File: src/rtl/motor_sequencer_if.sv
// Command handshake bundle for motor_sequencer: the command source drives
// valid/motor/dir/duty, and the sequencer returns ready.
interface motor_sequencer_if;
  logic       cmd_valid;
  logic       cmd_ready;
  logic       cmd_motor;
  logic [1:0] cmd_dir;
  logic [7:0] cmd_duty;

  modport master (
    output cmd_valid, cmd_motor, cmd_dir, cmd_duty,
    input  cmd_ready
  );

  modport slave (
    input  cmd_valid, cmd_motor, cmd_dir, cmd_duty,
    output cmd_ready
  );
endinterface

File: src/rtl/motor_sequencer.sv
// Two-channel H-bridge sequencer. It ramps PWM duty linearly and inserts a
// dead interval before every direction change, brake or coast.
module motor_sequencer #(
  parameter int unsigned RAMP_DIV    = 100000,
  parameter int unsigned DEAD_CYCLES = 100000
) (
  input  logic                    clk,
  input  logic                    rst_n,
  motor_sequencer_if.slave        cmd,
  input  logic                    estop,
  output logic [3:0]              IN,
  output logic [1:0]              EN,
  output logic [1:0]              busy
);

  typedef enum logic [1:0] {STOP, RUN, DEAD, BRAKE} state_t;
  typedef enum logic [1:0] {D_COAST = 2'b00, D_FWD = 2'b01, D_REV = 2'b10, D_BRAKE = 2'b11} dir_t;

  localparam int unsigned   PW        = $clog2(RAMP_DIV + 1);
  localparam int unsigned   DW        = $clog2(DEAD_CYCLES + 1);
  localparam logic [PW-1:0] PRE_LAST  = PW'(RAMP_DIV - 1);
  localparam logic [DW-1:0] DEAD_LOAD = DW'(DEAD_CYCLES);

  logic [PW-1:0] pre_q;
  logic          tick;
  logic [7:0]    pwm_q, pwm_d;
  logic          ready_q;
  logic          accept;

  dir_t          tgt_dir_q  [2];
  logic [7:0]    tgt_duty_q [2];

  state_t        st_q   [2], st_d   [2];
  dir_t          dir_q  [2], dir_d  [2];
  logic [7:0]    duty_q [2], duty_d [2];
  logic [DW-1:0] dead_q [2], dead_d [2];
  logic [1:0]    en_q, en_d;

  assign tick          = (pre_q == PRE_LAST);
  assign pwm_d         = pwm_q + 8'd1;
  assign accept        = cmd.cmd_valid & ready_q & ~estop;
  assign cmd.cmd_ready = ready_q;
  assign EN            = en_q;

  always_ff @(posedge clk or negedge rst_n) begin
    if (!rst_n) begin
      pre_q   <= '0;
      pwm_q   <= '0;
      ready_q <= 1'b0;
      for (int unsigned i = 0; i < 2; i++) begin
        tgt_dir_q[i]  <= D_COAST;
        tgt_duty_q[i] <= '0;
      end
    end else begin
      pre_q   <= tick ? '0 : pre_q + PW'(1);
      pwm_q   <= pwm_d;
      ready_q <= ~estop;
      if (estop) begin
        for (int unsigned i = 0; i < 2; i++) begin
          tgt_dir_q[i]  <= D_COAST;
          tgt_duty_q[i] <= '0;
        end
      end else if (accept) begin
        tgt_dir_q[cmd.cmd_motor]  <= dir_t'(cmd.cmd_dir);
        tgt_duty_q[cmd.cmd_motor] <= cmd.cmd_duty;
      end
    end
  end

  always_ff @(posedge clk or negedge rst_n) begin
    if (!rst_n) begin
      for (int unsigned i = 0; i < 2; i++) begin
        st_q[i]   <= STOP;
        dir_q[i]  <= D_COAST;
        duty_q[i] <= '0;
        dead_q[i] <= '0;
      end
      en_q <= '0;
    end else begin
      st_q   <= st_d;
      dir_q  <= dir_d;
      duty_q <= duty_d;
      dead_q <= dead_d;
      en_q   <= en_d;
    end
  end

  // EN is registered from next-state values so it lines up with IN in the same cycle.
  always_comb begin
    en_d = '0;
    for (int unsigned i = 0; i < 2; i++) begin
      st_d[i]   = st_q[i];
      dir_d[i]  = dir_q[i];
      duty_d[i] = duty_q[i];
      dead_d[i] = dead_q[i];

      if (estop) begin
        st_d[i]   = DEAD;
        duty_d[i] = '0;
        dead_d[i] = DEAD_LOAD;
      end else begin
        case (st_q[i])
          STOP: begin
            duty_d[i] = '0;
            if ((tgt_dir_q[i] == D_FWD || tgt_dir_q[i] == D_REV) && tgt_duty_q[i] != 8'd0) begin
              dir_d[i] = tgt_dir_q[i];
              st_d[i]  = RUN;
            end else if (tgt_dir_q[i] == D_BRAKE) begin
              st_d[i] = BRAKE;
            end
          end
          RUN: begin
            if (duty_q[i] == 8'd0 && (tgt_dir_q[i] != dir_q[i] || tgt_duty_q[i] == 8'd0)) begin
              st_d[i]   = DEAD;
              dead_d[i] = DEAD_LOAD;
            end else if (tick) begin
              if (tgt_dir_q[i] == dir_q[i]) begin
                if (duty_q[i] < tgt_duty_q[i])
                  duty_d[i] = duty_q[i] + 8'd1;
                else if (duty_q[i] > tgt_duty_q[i])
                  duty_d[i] = duty_q[i] - 8'd1;
              end else begin
                duty_d[i] = duty_q[i] - 8'd1;
              end
            end
          end
          DEAD: begin
            // Counter holds the remaining dead cycles, so the state lasts exactly DEAD_CYCLES.
            duty_d[i] = '0;
            if (dead_q[i] <= DW'(1)) begin
              st_d[i]   = STOP;
              dead_d[i] = '0;
            end else begin
              dead_d[i] = dead_q[i] - DW'(1);
            end
          end
          BRAKE: begin
            duty_d[i] = '0;
            if (tgt_dir_q[i] != D_BRAKE) begin
              st_d[i]   = DEAD;
              dead_d[i] = DEAD_LOAD;
            end
          end
          default: st_d[i] = STOP;
        endcase
      end

      en_d[i] = (st_d[i] == RUN && pwm_d < duty_d[i]) || (st_d[i] == BRAKE);
    end
  end

  always_comb begin
    IN   = '0;
    busy = '0;
    for (int unsigned i = 0; i < 2; i++) begin
      case (st_q[i])
        RUN:     IN[2*i +: 2] = dir_q[i];
        BRAKE:   IN[2*i +: 2] = 2'b11;
        default: IN[2*i +: 2] = 2'b00;
      endcase
      busy[i] = (st_q[i] == DEAD) ||
                (st_q[i] == RUN && (duty_q[i] != tgt_duty_q[i] || dir_q[i] != tgt_dir_q[i]));
    end
  end

endmodule

File: src/flat_wrapper.sv
// flat-port wrapper written by rule: the top's interface ports become plain ports
module motor_sequencer_flat 
#(
  parameter int unsigned RAMP_DIV    = 100000,
  parameter int unsigned DEAD_CYCLES = 100000
)
  (clk, rst_n, estop, IN, EN, busy, cmd_cmd_valid, cmd_cmd_motor, cmd_cmd_dir, cmd_cmd_duty, cmd_cmd_ready);
  motor_sequencer_if cmd_i ();
  input  logic clk;
  input  logic rst_n;
  input  logic estop;
  output logic [3:0] IN;
  output logic [1:0] EN;
  output logic [1:0] busy;
  input wire logic [$bits(cmd_i.cmd_valid)-1:0] cmd_cmd_valid;
  input wire logic [$bits(cmd_i.cmd_motor)-1:0] cmd_cmd_motor;
  input wire logic [$bits(cmd_i.cmd_dir)-1:0] cmd_cmd_dir;
  input wire logic [$bits(cmd_i.cmd_duty)-1:0] cmd_cmd_duty;
  output wire logic [$bits(cmd_i.cmd_ready)-1:0] cmd_cmd_ready;
  assign cmd_i.cmd_valid = cmd_cmd_valid;
  assign cmd_i.cmd_motor = cmd_cmd_motor;
  assign cmd_i.cmd_dir = cmd_cmd_dir;
  assign cmd_i.cmd_duty = cmd_cmd_duty;
  assign cmd_cmd_ready = cmd_i.cmd_ready;
  motor_sequencer #(.RAMP_DIV(RAMP_DIV), .DEAD_CYCLES(DEAD_CYCLES)) u_core (.clk(clk), .rst_n(rst_n), .cmd(cmd_i), .estop(estop), .IN(IN), .EN(EN), .busy(busy));
endmodule
File: config.mk
export PLATFORM = sky130hd
export DESIGN_NAME = motor_sequencer_flat
export DESIGN_NICKNAME = d
export VERILOG_FILES = /design/src/rtl/motor_sequencer_if.sv /design/src/rtl/motor_sequencer.sv /design/src/flat_wrapper.sv
export SDC_FILE = /design/constraint.sdc
export NUM_CORES = 1
export LEC_CHECK = 0
export ABC_AREA = 1
export CORE_MARGIN = 10
export CORE_UTILIZATION = 50
export CTS_CLUSTER_DIAMETER = 100
export DETAILED_ROUTE_END_ITERATION = 6
export PLACE_DENSITY = 0.75
export SLEW_MARGIN = 10
export SYNTH_ARGS = -nofsm -noshare
export SYNTH_HDL_FRONTEND = slang
export SYNTH_SLANG_ARGS = --single-unit
File: constraint.sdc
create_clock -name clk -period 3.5 [get_ports clk]
set_input_delay 0.35 -clock clk [delete_from_list [all_inputs] [get_ports clk]]
set_output_delay 0.35 -clock clk [all_outputs]
set_load 0.01 [all_outputs]
==> run_results.csv, run 1 <==
group,metric,value,unit
synth,netlist_instances,931,
synth,syn_nets,996,
synth,async_reset_ff_share,100,%
cells_and_area,multiInputGateArea,3750,µm²
setup_path,max_stage_delay,0.51,ns
route,ant_nets,0,
clock_network,worstSkewPairLatency,0.36,ns
global_route,grt_pass1_vias,5928,
synth,syn_area,7150,µm²
clock_network,cts_buffers,9,
die,die_y,140,µm
place,dpl.hpwl,12200,µm
cells_and_area,nNetsFinal,1028,
synth,seq_area_frac_synth,37.1,%
synth,ys.warnings.count,0,
flow_run,drv_cap,0,
cells_and_area,synthToLayoutAreaGrowth,10.4,%
die,ios,24,
clock_network,htree_levels,3,
setup_path,cp-end-kind,"register",
synth,synth_edf_count,0,
timing,rsz0062_at_grt,"false",
setup_path,cp_max_fo,8,
clock_network,clock-sinks,106,
worst_hold_path,hold_class,"input pin to asynchronous set/reset pin",
die,placement_rows,43,
place,place_inst,1132,
pwr,peakVddDrop,0.230,mV
route,drc,0,
setup_path,cpLargestDelayFamily,"simple AND/OR/NAND/NOR gates",
die,core_area,13900,µm²
route,drt_pre_antenna_iters,5,
synth,avgSynthCellArea,7.68,µm²
timing,period_share,85.8,%
die,die-area,19500,µm²
pwr,p_leak,0.00391,µW
timing,fin_tns_setup,0,ns
global_route,grt_pass1_wl,28000,µm
clock_network,clk_path_buf_depth,2,
pwr,p_comb_share,12.4,%
timing,fin_skew,0.00748,ns
timing,finalHoldViolCount,0,
timing,slew_headroom,46.2,%
setup_path,critPathBufInv,2,
setup_path,worstPathCellList,"ha_1 > a21oi_1 > nor2_1 > nor2_1 > nand3_1 > nand2_2 > inv_1 > nand3_1 > o311ai_0 > a21oi_1 > inv_1 > ha_1 > nand2_1 > nor2_1 > a211oi_1 > nand3_1 > nand2_1",
clock_network,post_cts_resized,0,
global_route,grt-ovfl-total,0,
pwr,switching_share,28.0,%
timing,period_minus_slack,3.00,ns
timing,whs,0.0491,ns
route,routed-via-count,6062,
cells_and_area,drive_gt1_share,8.47,%
timing,drv_slew,0,
timing,setup-violations-final,0,
die,start_util,51.3,%
setup_path,worstPathRequired,3.80,ns
global_route,grt_max_degree,56,
route,dr.first_iter.drc_count,334,
clock_network,path_clk_slew,0.07,ns
cells_and_area,fin_cells,1148,
synth,ys.flop_type,"dfrtp_1",
clock_network,clk_root_buffer_cell,"clkbuf_16",
pwr,seqPwrFrac,47.8,%
pwr,p_sw,751,µW
cells_and_area,antenna_cells,0,
die,die-width,140,µm
route,wl_per_cell,13.8,µm
cells_and_area,fillers,1324,
synth,synth_cell_types,55,
synth,synth_seq_cells,106,
place,place.gp.congestion,0.971,
timing,max_freq,333,MHz
route,viasPerCell,5.28,
global_route,antenna_found_initial,0,
status,status,"completed",
setup_path,cp.arrival,3.30,ns
pwr,power.internal,1930,µW
global_route,grt_usage,16.9,%
setup_path,crit_type,"register to register",
clock_network,cts_hold_buffers,0,
clock_network,cts_tree,"done",
setup_path,setup.worst_path.start_class,"register",
place,port_buffers,23,
timing,tightestPinTransition,0.801,ns
setup_path,cp_slowest_cell,"dfrtp_1",
route,wl,15900,µm
cells_and_area,seq_area,2650,µm²
clock_network,post_cts_buffers,0,
pwr,power.density,340,nW/µm²
pwr,clockPowerShare,39.8,%
[final cells by class]
| class | instances | area share, % |
|---|---|---|
| Clock buffer | 9 | 2.85 |
| Timing Repair Buffer | 29 | 3.61 |
| Tap cell | 180 | 2.85 |
| Clock inverter | 7 | 1.03 |
| Multi-Input combinational cell | 641 | 47.5 |
| Inverter | 176 | 8.59 |
| Sequential cell | 106 | 33.6 |
[cells in the final DEF (no fill, tap or decap), drive strengths merged, types with 22 or more instances in the layout]
cell type,count
inv,176
nand2,174
nor2,125
dfrtp,106
o21ai,56
nand3,55
ha,50
a21oi,41
xor2,26
clkdlybuf4s50,22
[state kept, by name, summed over array words and instances, names as in the netlist, 2 cells and up]
register and flops:
u_core.EN 2, u_core.tgt_dir_q 4, u_core.duty_q 16, u_core.pwm_q 8, u_core.dead_q 34, u_core.dir_q 4
u_core.tgt_duty_q 16, u_core.pre_q 17, u_core.st_q 4
[worst paths after layout]
check | from | to | slack (ns) | cells past startpoint
worst min-delay path | rst_n | u_core.pre_q[8]$_DFF_PN0_ | 0.05 | 1
worst max-delay path | u_core.duty_q[5]$_DFF_PN0_ | u_core.EN[1]$_DFF_PN0_ | 0.50 | 17
min in group clk | u_core.pre_q[0]$_DFF_PN0_ | u_core.pre_q[0]$_DFF_PN0_ | 0.47 | 1
worst max register to register | u_core.duty_q[5]$_DFF_PN0_ | u_core.EN[1]$_DFF_PN0_ | 0.50 | 17
worst min register to register | u_core.pre_q[0]$_DFF_PN0_ | u_core.pre_q[0]$_DFF_PN0_ | 0.47 | 1
max in group asynchronous | rst_n | u_core.dead_q[33]$_DFFE_PN0P_ | 2.73 | 2
[logic make-up after synthesis]
kind of cell    after synthesis  share of synthesized area, %
flops                       106                          37.1
simple gates                408                          27.0
xor+xnor                     35                          4.29
compound gates              148                          12.4
fa+ha+maj                    50                          8.75
buf+inv                     184                          10.5
[cell usage after synthesis (2+ instances only)]
library cell	count	area share, %
o32ai_1	2	0.25
o2111ai_1	2	0.25
nand2_1	159	8.3
a22o_1	2	0.25
o211ai_1	4	0.42
nand3_1	52	3.6
o21ai_1	3	0.21
a21o_1	2	0.21
inv_1	164	8.6
a21oi_1	38	2.7
nand4_1	15	1.3
o21ai_0	52	3.6
nand3b_1	3	0.32
xor2_1	26	3.2
nor3_1	19	1.3
o22ai_1	21	1.8
nor2_1	111	5.8
nor2_2	6	0.53
a31oi_1	4	0.35
buf_6	4	0.63
o311ai_0	3	0.37
ha_1	50	8.8
inv_2	7	0.37
nor4_1	4	0.35
xnor2_1	9	1.1
nor3b_2	3	0.53
a21oi_2	2	0.25
clkinv_2	2	0.14
buf_2	2	0.14
nand3_2	3	0.42
nand2_2	11	0.96
a221oi_2	2	0.42
nor3_2	2	0.28
nor2_4	7	1.1
a211oi_1	3	0.32
clkinv_4	2	0.25
dfrtp_1	106	37
buf_4	2	0.21
a22oi_1	3	0.32
nand2_4	4	0.63
[routing by layer]
layer  track usage (%)  up-vias  routed length [µm]
li1                  -     3092                   -
met1              21.7     2845                7380
met2              28.2      106                7660
met3              3.54       19                 642
met4              4.35        0                 204
met5                 0        -                   0
[stage by stage]
stage / worst slack (ns) / total power, µW / util, % / instance area (µm²)
final: 0.497 / 2680 / 56.7 / 7900
after global placement: 0.604 / 1640 / 54.5 / 7590
after detailed placement: 0.594 / 1640 / 54.5 / 7590
after global routing: 0.0149 / 2820 / 56.7 / 7900
after CTS: 0.531 / 2720 / 56.7 / 7900
after floorplan: 0.938 / 1530 / - / 7150
[power groups by stage]
stage / logic, µW / clock network, µW / registers (µW)
after floorplan: 227 / 0 / 1300
after global placement: 328 / 0 / 1310
after detailed placement: 335 / 0 / 1310
after CTS: 335 / 1100 / 1280
after global routing: 383 / 1150 / 1290
final: 333 / 1070 / 1280
(Power assumes the default switching activity.)
==> run 2: changes to the inputs <==
- CORE_UTILIZATION: 50 -> 55
- PLACE_DENSITY: 0.75 -> 0.85
==> run 2 against run 1 <==
Net effect: cell count fell by 0.61%; register-to-register slack got worse by 0.11 ns; clock-buffer cell count did not move; worst hold slack improved by 0.011 ns; utilization rose by 5.8 points; clock skew rose by 0.0026 ns; critical path type unchanged.
==> run_results.csv, run 2 (synthesis gave the netlist of run 1 again) <==
group,metric,value,unit
setup_path,setup.worst_path.start_class,"register",
setup_path,crit_type,"register to register",
setup_path,cp.arrival,3.41,ns
cells_and_area,layout_common_cells,"inv_1, nand2_1, nor2_1",
global_route,grt-ovfl-total,0,
clock_network,clk_path_buf_depth,2,
route,ant_nets,0,
timing,setup-violations-final,0,
cells_and_area,largest_register_ffs,34,
pwr,p_comb_share,12.2,%
route,drc,0,
pwr,power,2750,µW
clock_network,cts_buffers,9,
global_route,antenna_found_initial,0,
timing,finalHoldViolCount,0,
die,start_util,56.4,%
cells_and_area,regMostFlops,"u_core.dead_q",
global_route,gr-usage-met2,32.7,%
place,place_inst,1125,
pwr,clockPowerShare,41.1,%
route,dr.first_iter.drc_count,420,
clock_network,cts_tree,"done",
die,die-width,134,µm
timing,tightestPinTransition,0.829,ns
timing,period_share,89.0,%
global_route,grt_pass1_wl,28100,µm
worst_hold_path,hold_class,"input pin to asynchronous set/reset pin",
timing,slew_headroom,44.4,%
clock_network,htree_levels,3,
die,ios,24,
die,placement_rows,41,
place,place_ws,0.442,ns
timing,period_minus_slack,3.11,ns
clock_network,clock-sinks,106,
cells_and_area,layout_commonest_cell,"inv_1",
timing,rsz0062_at_grt,"false",
route,routed-via-count,6130,
setup_path,worstPathRequired,3.80,ns
die,die-area,18000,µm²
setup_path,critPathBufInv,3,
place,place.gp.congestion,0.976,
setup_path,cp_max_fo,8,
setup_path,cp_slowest_cell,"dfrtp_1",
global_route,grt_usage,18.8,%
clock_network,clk_root_buffer_cell,"clkbuf_16",
route,viasPerCell,5.37,
cells_and_area,antenna_cells,0,
pwr,seqPwrFrac,46.7,%
status,status,"completed",
setup_path,cpLargestDelayFamily,"simple AND/OR/NAND/NOR gates",
setup_path,cp-end-kind,"register",
cells_and_area,fin_cells,1141,
clock_network,path_clk_slew,0.07,ns
cells_and_area,fillers,1102,
route,wl_per_cell,14.3,µm
cells_and_area,synthToLayoutAreaGrowth,10.7,%
flow_run,drv_cap,0,
cells_and_area,nNetsFinal,1029,
route,wl,16300,µm
global_route,grt_util_met1,23.3,%
clock_network,post_cts_buffers,0,
setup_path,max_stage_delay,0.49,ns
pwr,power.density,348,nW/µm²
pwr,switching_share,27.1,%
die,die_y,134,µm
timing,layout_setup_ws,0.387,ns
timing,drv_slew,0,
pwr,peakVddDrop,0.273,mV
place,port_buffers,23,
timing,fin_tns_setup,0,ns
place,dpl.hpwl,12200,µm
pwr,p_sw,745,µW
pwr,power.internal,2010,µW
cells_and_area,drive_gt1_share,8.67,%
timing,max_freq,321,MHz
cells_and_area,top_regs,"u_core.dead_q (34), u_core.pre_q (17)",
clock_network,worstSkewPairLatency,0.36,ns
global_route,grt_pass1_vias,6052,
global_route,grtUsageMet3,2.28,%
timing,fin_skew,0.0101,ns
global_route,grt.busiest_layer,"met2",
route,drt_pre_antenna_iters,5,
setup_path,worstPathCellList,"ha_1 > nand2_1 > nor2_1 > nand4_1 > nor2_1 > inv_1 > nand2_2 > inv_1 > nand3_1 > o311ai_0 > a21oi_1 > inv_1 > ha_1 > nand2_1 > nor2_1 > a211oi_1 > nand3_1 > nand2_1",
die,core_area,12700,µm²
pwr,p_leak,0.00391,µW
global_route,grt_max_degree,62,
[run 2: cell count changes in the layout (fill, tap and decap cells not counted), sizes merged]
cell / previous run / this run
inv: 176 / 174
clkinvlp: 0 / 2
bufinv: 1 / 2
clkinv: 6 / 5
buf: 7 / 8
[run 2: metal layers]
layer / vias to the layer above / routed length [µm]
li1: 3090 / -
met1: 2851 / 7360
met2: 158 / 7900
met3: 31 / 661
met4: 0 / 358
met5: - / 0
[run 2: cell type report]
type                    instances  area (µm²)  area share [%]
multi-input cells             641        3750            47.4
repair buffers                 30         280            3.54
flip-flops and latches        106        2650            33.5
well taps                     172         215            2.72
clock inverters                 7         111            1.41
inverters                     176         678            8.57
clock buffers                   9         225            2.85
[run 2: stage by stage]
| stage | hold WS, ns | area [µm²] | utilization [%] |
|---|---|---|---|
| final | 0.0601 | 7920 | 62.5 |
| after global routing | 0.143 | 7920 | 62.5 |
| after CTS | 0.0866 | 7910 | 62.4 |
| after detailed placement | 0.454 | 7570 | 59.8 |
| after global placement | 0.451 | 7570 | 59.8 |
| after floorplan | 0.0544 | 7150 | - |
[run 2: final timing paths]
| check | startpoint | slack, ns | cells past startpoint | to |
|---|---|---|---|---|
| min in group clk | u_core.pre_q[0]$_DFF_PN0_ | 0.46 | 1 | u_core.pre_q[0]$_DFF_PN0_ |
| min reg2reg | u_core.pre_q[0]$_DFF_PN0_ | 0.46 | 1 | u_core.pre_q[0]$_DFF_PN0_ |
| max reg2reg | u_core.duty_q[5]$_DFF_PN0_ | 0.39 | 18 | u_core.EN[1]$_DFF_PN0_ |
| min | rst_n | 0.06 | 1 | u_core.pre_q[7]$_DFF_PN0_ |
| max in group asynchronous | rst_n | 2.63 | 2 | u_core.tgt_duty_q[5]$_DFFE_PN0P_ |
| max | u_core.duty_q[5]$_DFF_PN0_ | 0.39 | 18 | u_core.EN[1]$_DFF_PN0_ |
[run 2: what timing repair did]
item	4_1_cts	5_1_grt
gates resized for setup	0	1
hold buffers	0	0
setup endpoints to repair	0	1
[run 2: power by group through the flow]
stage	Clock, µW	Sequential (µW)	Combinational, µW
finish	1130	1280	335
global route	1200	1290	381
CTS	1150	1280	332
detailed placement	0	1310	330
global placement	0	1310	323
floorplan	0	1300	227
[run 2: worst reg2reg max path: cells and delay by family, from the launching register on]
kind                       cells  cell delay [ns]
and+or+nand+nor               10             1.12
adders and majority gates      2             0.66
AOI/OAI and AO/OA              3             0.55
DFF                            1             0.49
buffers and inverters          3             0.23
==> run 3: changes to the inputs <==
- SETUP_SLACK_MARGIN: unset -> 0.4
==> run 3 against run 2 <==
Net effect: cell count is 1.3% higher; routed wire length up 1.8%; largest cell class unchanged; non-clock buffer count is 15 higher; sequential power is essentially flat; final area grew 2.5%; critical path type unchanged; register-to-register slack better by 0.19 ns; total power rose by 1.2%; worst setup slack better by 0.19 ns; via count grew 2.2%; global-route usage did not move; fmax increased by 6.4%; highest routed layer unchanged.
==> run_results.csv, run 3 (synthesis gave the netlist of run 1 again) <==
group,metric,value,unit
die,die-width,134,µm
cells_and_area,layout_common_cells,"inv_1, nand2_1, nor2_1",
place,port_buffers,23,
die,die_y,134,µm
die,start_util,56.4,%
pwr,p_comb_share,13.0,%
pwr,peakVddDrop,0.274,mV
route,drc,0,
clock_network,cts_hold_buffers,0,
setup_path,cp.arrival,3.18,ns
setup_path,cp_slowest_cell,"dfrtp_2",
pwr,power.density,343,nW/µm²
clock_network,worstSkewPairLatency,0.36,ns
timing,fin_tns_setup,0,ns
timing,max_freq,342,MHz
route,routed-via-count,6265,
timing,setup-violations-final,0,
global_route,grt-ovfl-total,0,
pwr,seqPwrFrac,46.1,%
timing,fin_skew,0.0104,ns
timing,period_share,83.6,%
clock_network,clk_path_buf_depth,2,
cells_and_area,synthToLayoutAreaGrowth,13.5,%
clock_network,clk_root_buffer_cell,"clkbuf_16",
die,core_area,12700,µm²
cells_and_area,drive_gt1_share,12.3,%
clock_network,path_clk_slew,0.07,ns
pwr,p_leak,0.00398,µW
place,place.gp.congestion,0.976,
timing,drv_slew,0,
timing,period_minus_slack,2.93,ns
die,die-area,18000,µm²
place,dpl.hpwl,12200,µm
timing,tightestPinTransition,0.829,ns
global_route,grt_pass1_vias,6049,
setup_path,crit_type,"register to register",
clock_network,cts_tree,"done",
cells_and_area,regMostFlops,"u_core.dead_q",
setup_path,cpMostUsedCell,"nand2_1",
pwr,power.internal,2020,µW
worst_hold_path,hold_class,"input pin to asynchronous set/reset pin",
flow_run,drv_cap,0,
route,ant_nets,0,
cells_and_area,layout_commonest_cell,"inv_1",
route,wl,16600,µm
global_route,grt_usage,18.8,%
setup_path,worstPathCellList,"ha_1 > nand2_1 > nor2_2 > nand4_1 > nor2_2 > inv_1 > nand2_2 > buf_4 > o21ai_0 > a221oi_2 > inv_1 > ha_1 > nand2_1 > inv_1 > nand2_1 > nand2_1 > nand2_1 > nand3_1 > nand2_1",
cells_and_area,antenna_cells,0,
route,viasPerCell,5.42,
die,placement_rows,41,
pwr,clockPowerShare,40.9,%
cells_and_area,fin_util,64.0,%
global_route,grt_pass1_wl,28100,µm
timing,rsz0062_at_grt,"true",
timing,slew_headroom,44.4,%
global_route,antenna_found_initial,0,
global_route,grt_max_degree,62,
clock_network,clock-sinks,106,
setup_path,critPathBufInv,4,
cells_and_area,top_regs,"u_core.dead_q (34), u_core.pre_q (17)",
route,drt_pre_antenna_iters,5,
timing,finalHoldViolCount,0,
cells_and_area,largest_register_ffs,34,
pwr,p_sw,764,µW
route,wl_per_cell,14.3,µm
setup_path,cp_max_fo,5,
status,status,"completed",
die,ios,24,
setup_path,setup.worst_path.start_class,"register",
clock_network,cts_buffers,9,
pwr,switching_share,27.4,%
clock_network,htree_levels,3,
setup_path,max_stage_delay,0.45,ns
setup_path,cp-end-kind,"register",
route,dr.first_iter.drc_count,444,
cells_and_area,nNetsFinal,1044,
setup_path,worstPathRequired,3.75,ns
setup_path,cpLargestDelayFamily,"simple AND/OR/NAND/NOR gates",
[run 3: cell types whose count changed in the layout (fill, tap and decap cells not counted), sizes merged]
cell | previous run | this run
buf | 8 | 23
[run 3: final timing paths]
check                                           start  slack, ns  cells after the start                          to
setup / recovery           u_core.duty_q[4]$_DFF_PN0_       0.57                     19      u_core.EN[1]$_DFF_PN0_
hold / removal                                  rst_n       0.04                      1   u_core.pre_q[7]$_DFF_PN0_
setup reg to reg           u_core.duty_q[4]$_DFF_PN0_       0.57                     19      u_core.EN[1]$_DFF_PN0_
hold reg to reg             u_core.pre_q[0]$_DFF_PN0_       0.46                      1   u_core.pre_q[0]$_DFF_PN0_
max in group asynchronous                       rst_n       2.63                      2  u_core.duty_q[5]$_DFF_PN0_
min in group clk            u_core.pre_q[0]$_DFF_PN0_       0.46                      1   u_core.pre_q[0]$_DFF_PN0_
[run 3: area by class of cell]
class,instances,area [µm²]
clock buffers,9,225
clock inverters,7,111
fillers,1078,4560
inverters,176,678
multi-input cells,641,3830
flip-flops and latches,106,2660
well taps,172,215
repair buffers,45,393
[run 3: routing by layer]
metal | up-vias | share of wire [%] | GRT usage (%)
li1 | 3125 | - | -
met2 | 178 | 49 | 32.7
met1 | 2931 | 46 | 23.3
met3 | 31 | 3.7 | 2.28
met5 | - | 0 | 0
met4 | 0 | 2.1 | 7.07
[run 3: what timing repair did]
item                                    CTS  global route
gates resized for setup                   1            27
pin swaps                                 0            11
setup buffers                             0            15
endpoints found under the setup margin    1             2
[run 3: through the flow]
stage	instances	power, µW	cell area, µm²	hold slack (ns)	worst slack (ns)
2_1_floorplan	931	1530	7150	0.0544	0.938
3_3_place_gp	1125	1630	7570	0.451	0.491
3_5_place_dp	1125	1640	7570	0.454	0.442
4_1_cts	1141	2770	7920	0.0866	0.437
5_1_grt	1156	2890	8110	0.143	0.332
6_report	1156	2790	8110	0.0418	0.573
[run 3: worst register-to-register path, delay by kind of cell, from the launching register on]
family,cells,cell delay (ns)
compound gates,2,0.42
buf+inv,4,0.32
fa+ha+maj,2,0.59
flops,1,0.45
simple gates,11,1.03
[run 3: power by group through the flow]
| stage | sequential [µW] | combinational (µW) | clock, µW |
|---|---|---|---|
| 2_1_floorplan | 1300 | 227 | 0 |
| 3_3_place_gp | 1310 | 323 | 0 |
| 3_5_place_dp | 1310 | 330 | 0 |
| 4_1_cts | 1280 | 333 | 1150 |
| 5_1_grt | 1290 | 409 | 1200 |
| 6_report | 1280 | 361 | 1140 |
